==> config.mk <==
export PLATFORM = sky130hd
export DESIGN_NAME = queue_write_arbiter
export DESIGN_NICKNAME = d
export VERILOG_FILES = /design/src/rtl/queue_write_arbiter_pkg.sv /design/src/rtl/queue_write_arbiter_rr_priority_select.sv /design/src/rtl/queue_write_arbiter.sv
export SDC_FILE = /design/constraint.sdc
export NUM_CORES = 1
export LEC_CHECK = 0
export ABC_AREA = 1
export CAP_MARGIN = 30
export CORE_MARGIN = 4
export CORE_UTILIZATION = 28
export DETAILED_ROUTE_END_ITERATION = 10
export PLACE_DENSITY = 0.92
export SKIP_CTS_REPAIR_TIMING = 1
export SYNTH_ARGS = -nofsm -noshare
export SYNTH_HDL_FRONTEND = slang
export SYNTH_SLANG_ARGS = --single-unit
==> constraint.sdc <==
create_clock -name clk -period 3.9 [get_ports clk]
set_clock_uncertainty 0.2 [all_clocks]
set_input_delay 0.585 -clock clk [delete_from_list [all_inputs] [get_ports clk]]
set_output_delay 0.585 -clock clk [all_outputs]
set_load 0.005 [all_outputs]
==> src/rtl/queue_write_arbiter_pkg.sv <==
`default_nettype none
// ============================================================================
//  Module      : queue_write_arbiter_pkg
//  Description : Shared types and helpers for the queue write-port arbiter.
//                - arb_state_e : arbiter state (idle / packet locked)
//                - clog2_min1  : index width for a requester count, never 0
//  Revision    : 1.0 - initial release
// ============================================================================
package queue_write_arbiter_pkg;

  // Arbiter state. IDLE arbitrates every cycle; LOCKED keeps the grant on
  // one requester until the last beat of its packet has been accepted.
  typedef enum logic [0:0] {
    ARB_IDLE   = 1'b0,
    ARB_LOCKED = 1'b1
  } arb_state_e;

  // Width needed to hold an index in [0, n-1]. A single requester still
  // gets a 1-bit index so that no port or register collapses to zero width.
  function automatic int clog2_min1(input int n);
    if (n <= 1) begin
      return 1;
    end
    return $clog2(n);
  endfunction

endpackage : queue_write_arbiter_pkg
`default_nettype wire

==> src/rtl/queue_write_arbiter_rr_priority_select.sv <==
`default_nettype none
// ============================================================================
//  Module      : rr_priority_select
//  Description : Combinational round-robin picker. Returns the first asserted
//                request found when scanning prio, prio+1, ... wrapping at
//                NREQ (which need not be a power of two).
//
//  Ports
//    req  [NREQ]   in   request vector
//    prio [IBITS]  in   index with the highest priority this cycle
//    sel  [IBITS]  out  chosen index (equals prio when no request is set)
//    any           out  at least one request is set
//
//  Revision    : 1.0 - initial release
// ============================================================================
module rr_priority_select
  import queue_write_arbiter_pkg::*;
#(
  parameter  int NREQ  = 4,
  localparam int IBITS = clog2_min1(NREQ)
) (
  input  logic [NREQ-1:0]  req,
  input  logic [IBITS-1:0] prio,
  output logic [IBITS-1:0] sel,
  output logic             any
);

  // One extra bit so prio + offset can be compared against NREQ without
  // overflowing before the modulo correction.
  localparam logic [IBITS:0] NREQ_W = (IBITS + 1)'(NREQ);

  logic [IBITS-1:0]  w_prio_eff;
  logic [2*NREQ-1:0] w_req_dbl;
  logic [NREQ-1:0]   w_rot;
  logic [IBITS-1:0]  w_off;
  logic [IBITS:0]    w_sum;

  always_comb begin
    // An out-of-range priority cannot be produced by the arbiter; clamping it
    // keeps the rotation well defined for non power-of-two NREQ regardless.
    w_prio_eff = ({1'b0, prio} < NREQ_W) ? prio : '0;

    // Rotate: concatenating the vector with itself and shifting right by prio
    // puts requester prio at bit 0 and wraps the lower indices above it.
    w_req_dbl = {req, req};
    w_rot     = NREQ'(w_req_dbl >> w_prio_eff);

    // Find-first from bit 0 upward (descending loop, last write wins).
    w_off = '0;
    for (int i = NREQ - 1; i >= 0; i--) begin
      if (w_rot[i]) begin
        w_off = IBITS'(i);
      end
    end

    // Unrotate: add the offset back onto prio modulo NREQ.
    w_sum = {1'b0, w_prio_eff} + {1'b0, w_off};
    if (w_sum >= NREQ_W) begin
      w_sum = w_sum - NREQ_W;
    end

    sel = w_sum[IBITS-1:0];
    any = |req;
  end

endmodule : rr_priority_select
`default_nettype wire

==> src/rtl/queue_write_arbiter.sv <==
`default_nettype none
// ============================================================================
//  Module      : queue_write_arbiter
//  Description : Round-robin arbiter sharing the write port of one clock-
//                crossing queue between NREQ val/rdy requesters. Multi-beat
//                packets hold the grant until their last beat is accepted, so
//                packets never interleave. Each beat is tagged with the index
//                of its source. Zero latency, no message storage.
//
//  Ports
//    clk                in   write-side clock of the queue
//    reset              in   synchronous, active-high
//    in_val  [NREQ]     in   per-requester valid
//    in_rdy  [NREQ]     out  per-requester ready (one-hot or zero)
//    in_msg  [NREQ*NBITS] in requester i occupies [i*NBITS +: NBITS]
//    in_last [NREQ]     in   beat is the final one of its packet
//    out_val            out  to queue write valid
//    out_rdy            in   from queue write ready
//    out_msg [NBITS]    out  to queue write data
//    out_src [IBITS]    out  index of the requester driving out_msg
//    locked             out  a multi-beat packet is in progress
//
//  Revision    : 1.0 - initial release
// ============================================================================
module queue_write_arbiter
  import queue_write_arbiter_pkg::*;
#(
  parameter  int NREQ  = 4,
  parameter  int NBITS = 32,
  localparam int IBITS = clog2_min1(NREQ)
) (
  input  logic                  clk,
  input  logic                  reset,
  input  logic [NREQ-1:0]       in_val,
  output logic [NREQ-1:0]       in_rdy,
  input  logic [NREQ*NBITS-1:0] in_msg,
  input  logic [NREQ-1:0]       in_last,
  output logic                  out_val,
  input  logic                  out_rdy,
  output logic [NBITS-1:0]      out_msg,
  output logic [IBITS-1:0]      out_src,
  output logic                  locked
);

  // --------------------------------------------------------------------------
  // State
  // --------------------------------------------------------------------------
  arb_state_e       state_q, state_d;
  logic [IBITS-1:0] grant_q, grant_d;   // holder of the lock
  logic [IBITS-1:0] prio_q,  prio_d;    // first index scanned when idle

  // --------------------------------------------------------------------------
  // Combinational datapath
  // --------------------------------------------------------------------------
  logic [IBITS-1:0] w_pick_sel;
  logic             w_pick_any;
  logic [IBITS-1:0] w_sel;
  logic             w_sel_val;
  logic             w_sel_last;
  logic             w_offer;
  logic             w_fire;

  rr_priority_select #(
    .NREQ (NREQ)
  ) u_pick (
    .req  (in_val),
    .prio (prio_q),
    .sel  (w_pick_sel),
    .any  (w_pick_any)
  );

  // Next index after idx, wrapping at NREQ rather than at 2**IBITS.
  function automatic logic [IBITS-1:0] wrap_inc(input logic [IBITS-1:0] idx);
    if (idx == IBITS'(NREQ - 1)) begin
      return '0;
    end
    return idx + IBITS'(1);
  endfunction

  always_comb begin
    // While locked the holder owns the port even if it is momentarily idle;
    // otherwise the round-robin pick decides this cycle.
    w_sel = (state_q == ARB_LOCKED) ? grant_q : w_pick_sel;

    w_sel_val  = 1'b0;
    w_sel_last = 1'b0;
    out_msg    = '0;
    for (int i = 0; i < NREQ; i++) begin
      if (w_sel == IBITS'(i)) begin
        w_sel_val  = in_val[i];
        w_sel_last = in_last[i];
        out_msg    = in_msg[i*NBITS +: NBITS];
      end
    end

    // w_offer: the port is being offered to w_sel. When locked this is
    // independent of the holder's in_val, so a requester that computes its
    // valid from its ready cannot close a loop through the arbiter.
    w_offer = !reset && ((state_q == ARB_LOCKED) || w_pick_any);

    if (reset) begin
      out_val = 1'b0;
    end else if (state_q == ARB_LOCKED) begin
      out_val = w_sel_val;
    end else begin
      out_val = w_pick_any;
    end

    in_rdy = '0;
    for (int i = 0; i < NREQ; i++) begin
      in_rdy[i] = w_offer && out_rdy && (w_sel == IBITS'(i));
    end

    out_src = w_sel;
    locked  = !reset && (state_q == ARB_LOCKED);
    w_fire  = out_val && out_rdy;
  end

  // --------------------------------------------------------------------------
  // Next-state logic: only an accepted beat can move the arbiter. Stalls from
  // the queue and bubbles from the lock holder leave everything untouched.
  // --------------------------------------------------------------------------
  always_comb begin
    state_d = state_q;
    grant_d = grant_q;
    prio_d  = prio_q;

    if (w_fire) begin
      unique case (state_q)
        ARB_IDLE: begin
          if (w_sel_last) begin
            // Single-beat packet: stay idle, rotate past the winner.
            prio_d = wrap_inc(w_sel);
          end else begin
            state_d = ARB_LOCKED;
            grant_d = w_sel;
          end
        end
        ARB_LOCKED: begin
          if (w_sel_last) begin
            state_d = ARB_IDLE;
            prio_d  = wrap_inc(grant_q);
          end
        end
        default: begin
          state_d = ARB_IDLE;
        end
      endcase
    end
  end

  always_ff @(posedge clk) begin
    if (reset) begin
      state_q <= ARB_IDLE;
      grant_q <= '0;
      prio_q  <= '0;
    end else begin
      state_q <= state_d;
      grant_q <= grant_d;
      prio_q  <= prio_d;
    end
  end

  // --------------------------------------------------------------------------
  // Structural properties
  // --------------------------------------------------------------------------
  a_rdy_onehot0 : assert property (@(posedge clk) disable iff (reset)
    $onehot0(in_rdy));

  a_index_range : assert property (@(posedge clk) disable iff (reset)
    (int'(grant_q) < NREQ) && (int'(prio_q) < NREQ));

  a_rdy_needs_out_rdy : assert property (@(posedge clk) disable iff (reset)
    (in_rdy != '0) |-> out_rdy);

endmodule : queue_write_arbiter
`default_nettype wire
---- Word level (Yosys, flattened, before mapping) ----
Index checks and enable logic that the tools add are counted.
storage, ports and cells
  flip-flop bits (word level) ............. 5
  output and inout bits ................... 40
  word-level logic and storage cells ...... 67
operators by class
  $add $sub $neg .......................... 4
  magnitude comparators ................... 1
  eq/ne operators ......................... 6
  shift operators ......................... 1
  mux-type cells .......................... 36
  bitwise gates (word level) .............. 2
  reductions and logical operators ........ 14
operators with widths
  kind                 number
  $mux 32              4
  $mux 2               12
  $mux 1               19
  $logic_and 1x1->1    8
  $shr 8x2->4          1
  $eq 2x2->1 const B   3
  $reduce_and 3->1     2
  $add 2x1->2 const B  2
  $pmux 2 s2           1
  $reduce_or 4->1      1
  $add 2x2->3          1
  $ge 3x3->1 const B   1
  $eq 2x1->1 const B   1
  $logic_not 2->1      1
  $ne 2x1->1 const B   1
  $ne 2x2->1 const B   1
  $not 1->1            2
  $sub 2x1->2 const B  1
  $logic_not 1->1      1
  $logic_or 1x1->1     1

---- Depth between registers and ports, before layout ----
  depth in word-level cells ............... 21
  gate-level depth with buffers ........... 26
  gate-level depth less buffers ........... 25

---- By module ----
A second synthesis with hierarchy kept.
unflattened totals
  cell total of the unflattened synthesis .. 324
  area, all modules ....................... 1742.9 um2
modules (own cells, without submodules)
  module               times used  cells each  area each (um2)  sequential area each (um2)
  queue_write_arbiter  1           289         1575.3           100.1
  rr_priority_select   1           35          167.7            0.0

---- Worst setup path after synthesis ----
No wires, ideal clock.
  path kind ............................... input to output
  start point ............................. input in_val[1]
  end point ............................... output out_msg[13]
  arrival time ............................ 2.666 ns
  data required time ...................... 3.115 ns
  setup slack ............................. 0.449 ns
  stages on the path ...................... 20
  path buffers ............................ 2
  cell sequence ........................... nand2_1 -> nand3_1 -> nand2_1 -> nand3_1 -> a21boi_0 -> ha_1 -> xor2_1 -> inv_1 -> nand2_1 -> nand2_1 -> nand2_1 -> o21ai_1 -> inv_1 -> ha_1 -> buf_6 -> clkbuf_1 -> a21oi_1 -> nand2_1 -> o21ai_0 -> o21ai_0
between the ends
  cells in the longest elaborated chain, start to end .. 14
RTL lines
  item                                       line                                                                                        RTL
  start, declared                            queue_write_arbiter.sv:34                                                                   input logic [NREQ-1:0] in_val,
  $shr 8x2->4 (*)                            queue_write_arbiter_rr_priority_select.sv:46                                                w_rot = NREQ'(w_req_dbl >> w_prio_eff);
  $mux 2 (3 in series)                       queue_write_arbiter_rr_priority_select.sv:51                                                if (w_rot[i]) begin
  $mux 2 (*)                                 queue_write_arbiter_rr_priority_select.sv:51
  $add 2x2->3 (*)                            queue_write_arbiter_rr_priority_select.sv:57                                                w_sum = {1'b0, w_prio_eff} + {1'b0, w_off};
  $ge 3x3->1 or $sub 2x1->2 (tied branches)  queue_write_arbiter_rr_priority_select.sv:58, queue_write_arbiter_rr_priority_select.sv:59
  $mux 2 (*)                                 queue_write_arbiter_rr_priority_select.sv:58                                                if (w_sum >= NREQ_W) begin
  $mux 2 (*)                                 queue_write_arbiter.sv:83                                                                   w_sel = (state_q == ARB_LOCKED) ? grant_q : w_pick_sel;
  named net out_src[1]                       queue_write_arbiter.sv:41                                                                   output logic [IBITS-1:0] out_src,
  $logic_not 2->1                            queue_write_arbiter.sv:89                                                                   if (w_sel == IBITS'(i)) begin
  $mux 32 (3 in series)                      queue_write_arbiter.sv:89
  $mux 32 (*)                                queue_write_arbiter.sv:89
  end, declared                              queue_write_arbiter.sv:40                                                                   output logic [NBITS-1:0] out_msg,
The timed path passes the listed nets; every way through them passes the cells marked *.

---- Worst setup path in the final report ----
  start point ............................. input in_val[1]
  end point ............................... output out_val
between the ends
  cells in the longest elaborated chain, start to end .. 16
RTL lines
  item                                       line                                                                                        RTL
  $shr 8x2->4                                queue_write_arbiter_rr_priority_select.sv:46
  $mux 2 (4 in series)                       queue_write_arbiter_rr_priority_select.sv:51
  $add 2x2->3                                queue_write_arbiter_rr_priority_select.sv:57
  $ge 3x3->1 or $sub 2x1->2 (tied branches)  queue_write_arbiter_rr_priority_select.sv:58, queue_write_arbiter_rr_priority_select.sv:59
  $mux 2                                     queue_write_arbiter_rr_priority_select.sv:58
  $mux 2                                     queue_write_arbiter.sv:83
  $logic_not 2->1                            queue_write_arbiter.sv:89
  $mux 1 (4 in series)                       queue_write_arbiter.sv:89
  $mux 1 (*)                                 queue_write_arbiter.sv:103                                                                  end else if (state_q == ARB_LOCKED) begin
  $mux 1 (*)                                 queue_write_arbiter.sv:101                                                                  if (reset) begin
  end, declared                              queue_write_arbiter.sv:38                                                                   output logic out_val,
Mark *: on every way between the ends. The rest lies on a longest branch, timed or not.

==> out/qor.txt <==
Outcome: finished, violations left
Violated checks: negative setup slack
Sequential-to-total area share from yosys stat: 6.37%
Worst path depth: 19
Die Y: 82.9 um
VDD IR-drop max: 0.314 mV
Worst-Skew Late Latency: 220 ps
Crit path DAT: 3240 ps
Post-route clock period utilization: 103%
DR WL/cell: 16.2 um
FF-to-FF Start: prio_q[0]
Input/output buffers: 178
Largest family of logic cells by synthesized area: simple AND/OR/NAND/NOR gates
Rel. slew slack: 78.4%
First-pass GRT wire length: 13,500 um
Commonest non-fill, non-tap cell in the layout: clkdlybuf4s50_1
IO Pins: 179
CTS buffer count: 3
Crit-path max cell delay: 520 ps
Diodes inserted: 0
Register bit total from synthesis: 5
Non-Filler Cell Area, Final: 0.00383 mm^2
Antenna Violating Nets Remaining: 0
Pre-Repair DR Iteration Count: 4
Worst path top cell family by delay: buffers and inverters
Worst Path Buf+Inv: 3
Hold Fails Final Rpt: 0
Worst Hold Class: flop to flop
Via count: 3,005
Drt total wl: 9720 um
Post-synthesis cell count: 323
Final slew viol count: 0
Number of distinct library cells after synthesis: 22
Synth Cell Area: 0.00157 mm^2
Worst R2R Path Depth: 22
Syn Area/Cell: 4.87 um^2
Post-Place Cell Area: 0.00353 mm^2
RSZ-0062 raised after global routing: yes
Worst R2R End: prio_q[0]
Initial antenna violation count: 0
Worst slew pin tran: 324 ps
HPWL Detailed: 7020 um
Cells along the critical path: clkbuf_2 > nand2_1 > nand3_2 > nand2_2 > nand3_2 > a21boi_2 > ha_2 > xor2_2 > nand3_1 > nand2_2 > nand2_2 > o21ai_4 > ha_2 > buf_6 > a21oi_1 > nand2_1 > nand2_1 > a21oi_2 > clkdlybuf4s50_1
Reg-to-reg slack, setup: 610 ps
Layout area overhead: 144%
Critical path peak fanout: 14
Post-Layout Cell Count: 602
Fin nets: 676
Startpoint types: input pin
Clock Tree Buf Depth: 2
Remaining global-route overflow: 0
Critical path destination: out_val
Final WS setup: -127 ps
Vias in the first global route: 2,705
F_max: 0.248 GHz
WS Path Type: input pin to output pin
Clk sinks: 5
Utilization after layout: 70.0%
# fillers: 468
Row count: 27
Starting Density: 28.7%
Crit end category: output pin
P_leak: 1.74 nW
CP startpoint: in_val[1]
Slowest-stage cell, CP: clkdlybuf4s50_1
Net count after synthesis: 468
Total Routing Usage GR: 23.2%
Minimum clock period: 4030 ps
Core box area: 0.00547 mm^2
Setup TNS: -840 ps
Root buf cell: clkbuf_8
Inst Count DP: 573
Share of cells above drive strength 1: 23.2%
Vias per cell: 4.99
Synth warnings: 0
Final GP Congestion: 0.904
Maxcap violations: 0
CP required: 3120 ps
Die area: 0.00687 mm^2
DRC: 0
Final setup vio count: 18
Highest-count cells in the layout ignoring fill and taps: clkdlybuf4s50_1 (141), nand2_1 (118), a21oi_1 (39), o21ai_1 (34), o21ai_0 (32)
Mux cell area share after synthesis: 0%
Compound-Gate Fraction of Synth Area: 35.0%
Synth Area in Simple Gates: 42.4%
Pwr dens: 591 mW/mm^2
Die outline width: 82.9 um
Htree depth: 1
Fraction of synthesized cell area in xor and xnor cells: 0.557%
Largest net degree at the start of global routing: 36
CTS tree: built
Synth Area in Adders: 4.78%
DR iter-0 viols: 162
CTS clk-pin slew, worst paths: 30 ps
## report_power, final
group / switching [mW] / leakage (nW) / total (mW) / internal (mW)
clock: 0.0249 / 0.0228 / 0.0950 / 0.0701
combinational: 1.03 / 1.68 / 2.09 / 1.06
sequential: 0.0156 / 0.0422 / 0.0774 / 0.0618
## worst min path at each step
stage / from / end / slack (ps) / cells after the start
floorplan: grant_q[0] / grant_q[0] / 300 / 2
global placement: grant_q[0] / grant_q[0] / 330 / 2
detailed placement: grant_q[0] / grant_q[0] / 360 / 2
CTS: grant_q[0] / grant_q[0] / 360 / 2
global route: prio_q[1] / prio_q[1] / 350 / 2
finish: prio_q[1] / prio_q[1] / 330 / 2
## per-stage QoR
stage / setup WS (ps) / hold WS, ps / total power, mW
floorplan: 449 / 304 / 0.934
global placement: -676 / 334 / 1.88
detailed placement: -877 / 356 / 1.92
CTS: -907 / 364 / 2.02
global route: -357 / 355 / 2.46
finish: -127 / 331 / 2.26
## area by class of cell
type,instances,area [um^2],share of cell area (%)
sequential,5,105,2.74
clock buffer,4,45.0,1.18
inverter,17,71.3,1.86
timing repair buffer,225,2110,55.0
tap,72,90.1,2.35
multi-input combinational,279,1410,36.9
## kinds of logic after synthesis
kind of cell	count (synthesis)
fa+ha+maj	6
simple gates	163
buf+inv	39
xor+xnor	1
flops	5
compound gates	109
## layer usage
metal | share of wire, % | global-route usage (%)
met2 | 54 | 44.0
met4 | 1.5 | 4.61
met3 | 6.0 | 3.08
met1 | 39 | 27.5
met5 | 0 | 0
## flip-flops by register name (all words and copies together) (netlist names)
name,cells
prio_q,2
grant_q,2
state_q,1
## worst min-delay path: stages, from the launching register on
cell,delay (ps)
dfxtp_2,360
nand2_1,80
a21oi_1,50
## cells in the mapped netlist
master	n	area share, %
nand2_1	128	31
o21ai_0	53	17
a21oi_1	40	13
clkbuf_1	14	3.3
inv_1	14	3.3
nand3_1	14	4.5
o21ai_1	14	4.5
nor2_1	12	2.9
buf_2	6	1.9
ha_1	6	4.8
dfxtp_1	5	6.4
nand3_2	4	2.5
buf_6	2	1.4
inv_2	2	0.48
nor2_2	2	0.80
a21boi_0	1	0.48
inv_4	1	0.40
nand4_1	1	0.40
nor3_1	1	0.32
o21a_1	1	0.48
or2_1	1	0.40
xor2_1	1	0.56
(Power assumes the default switching activity.)
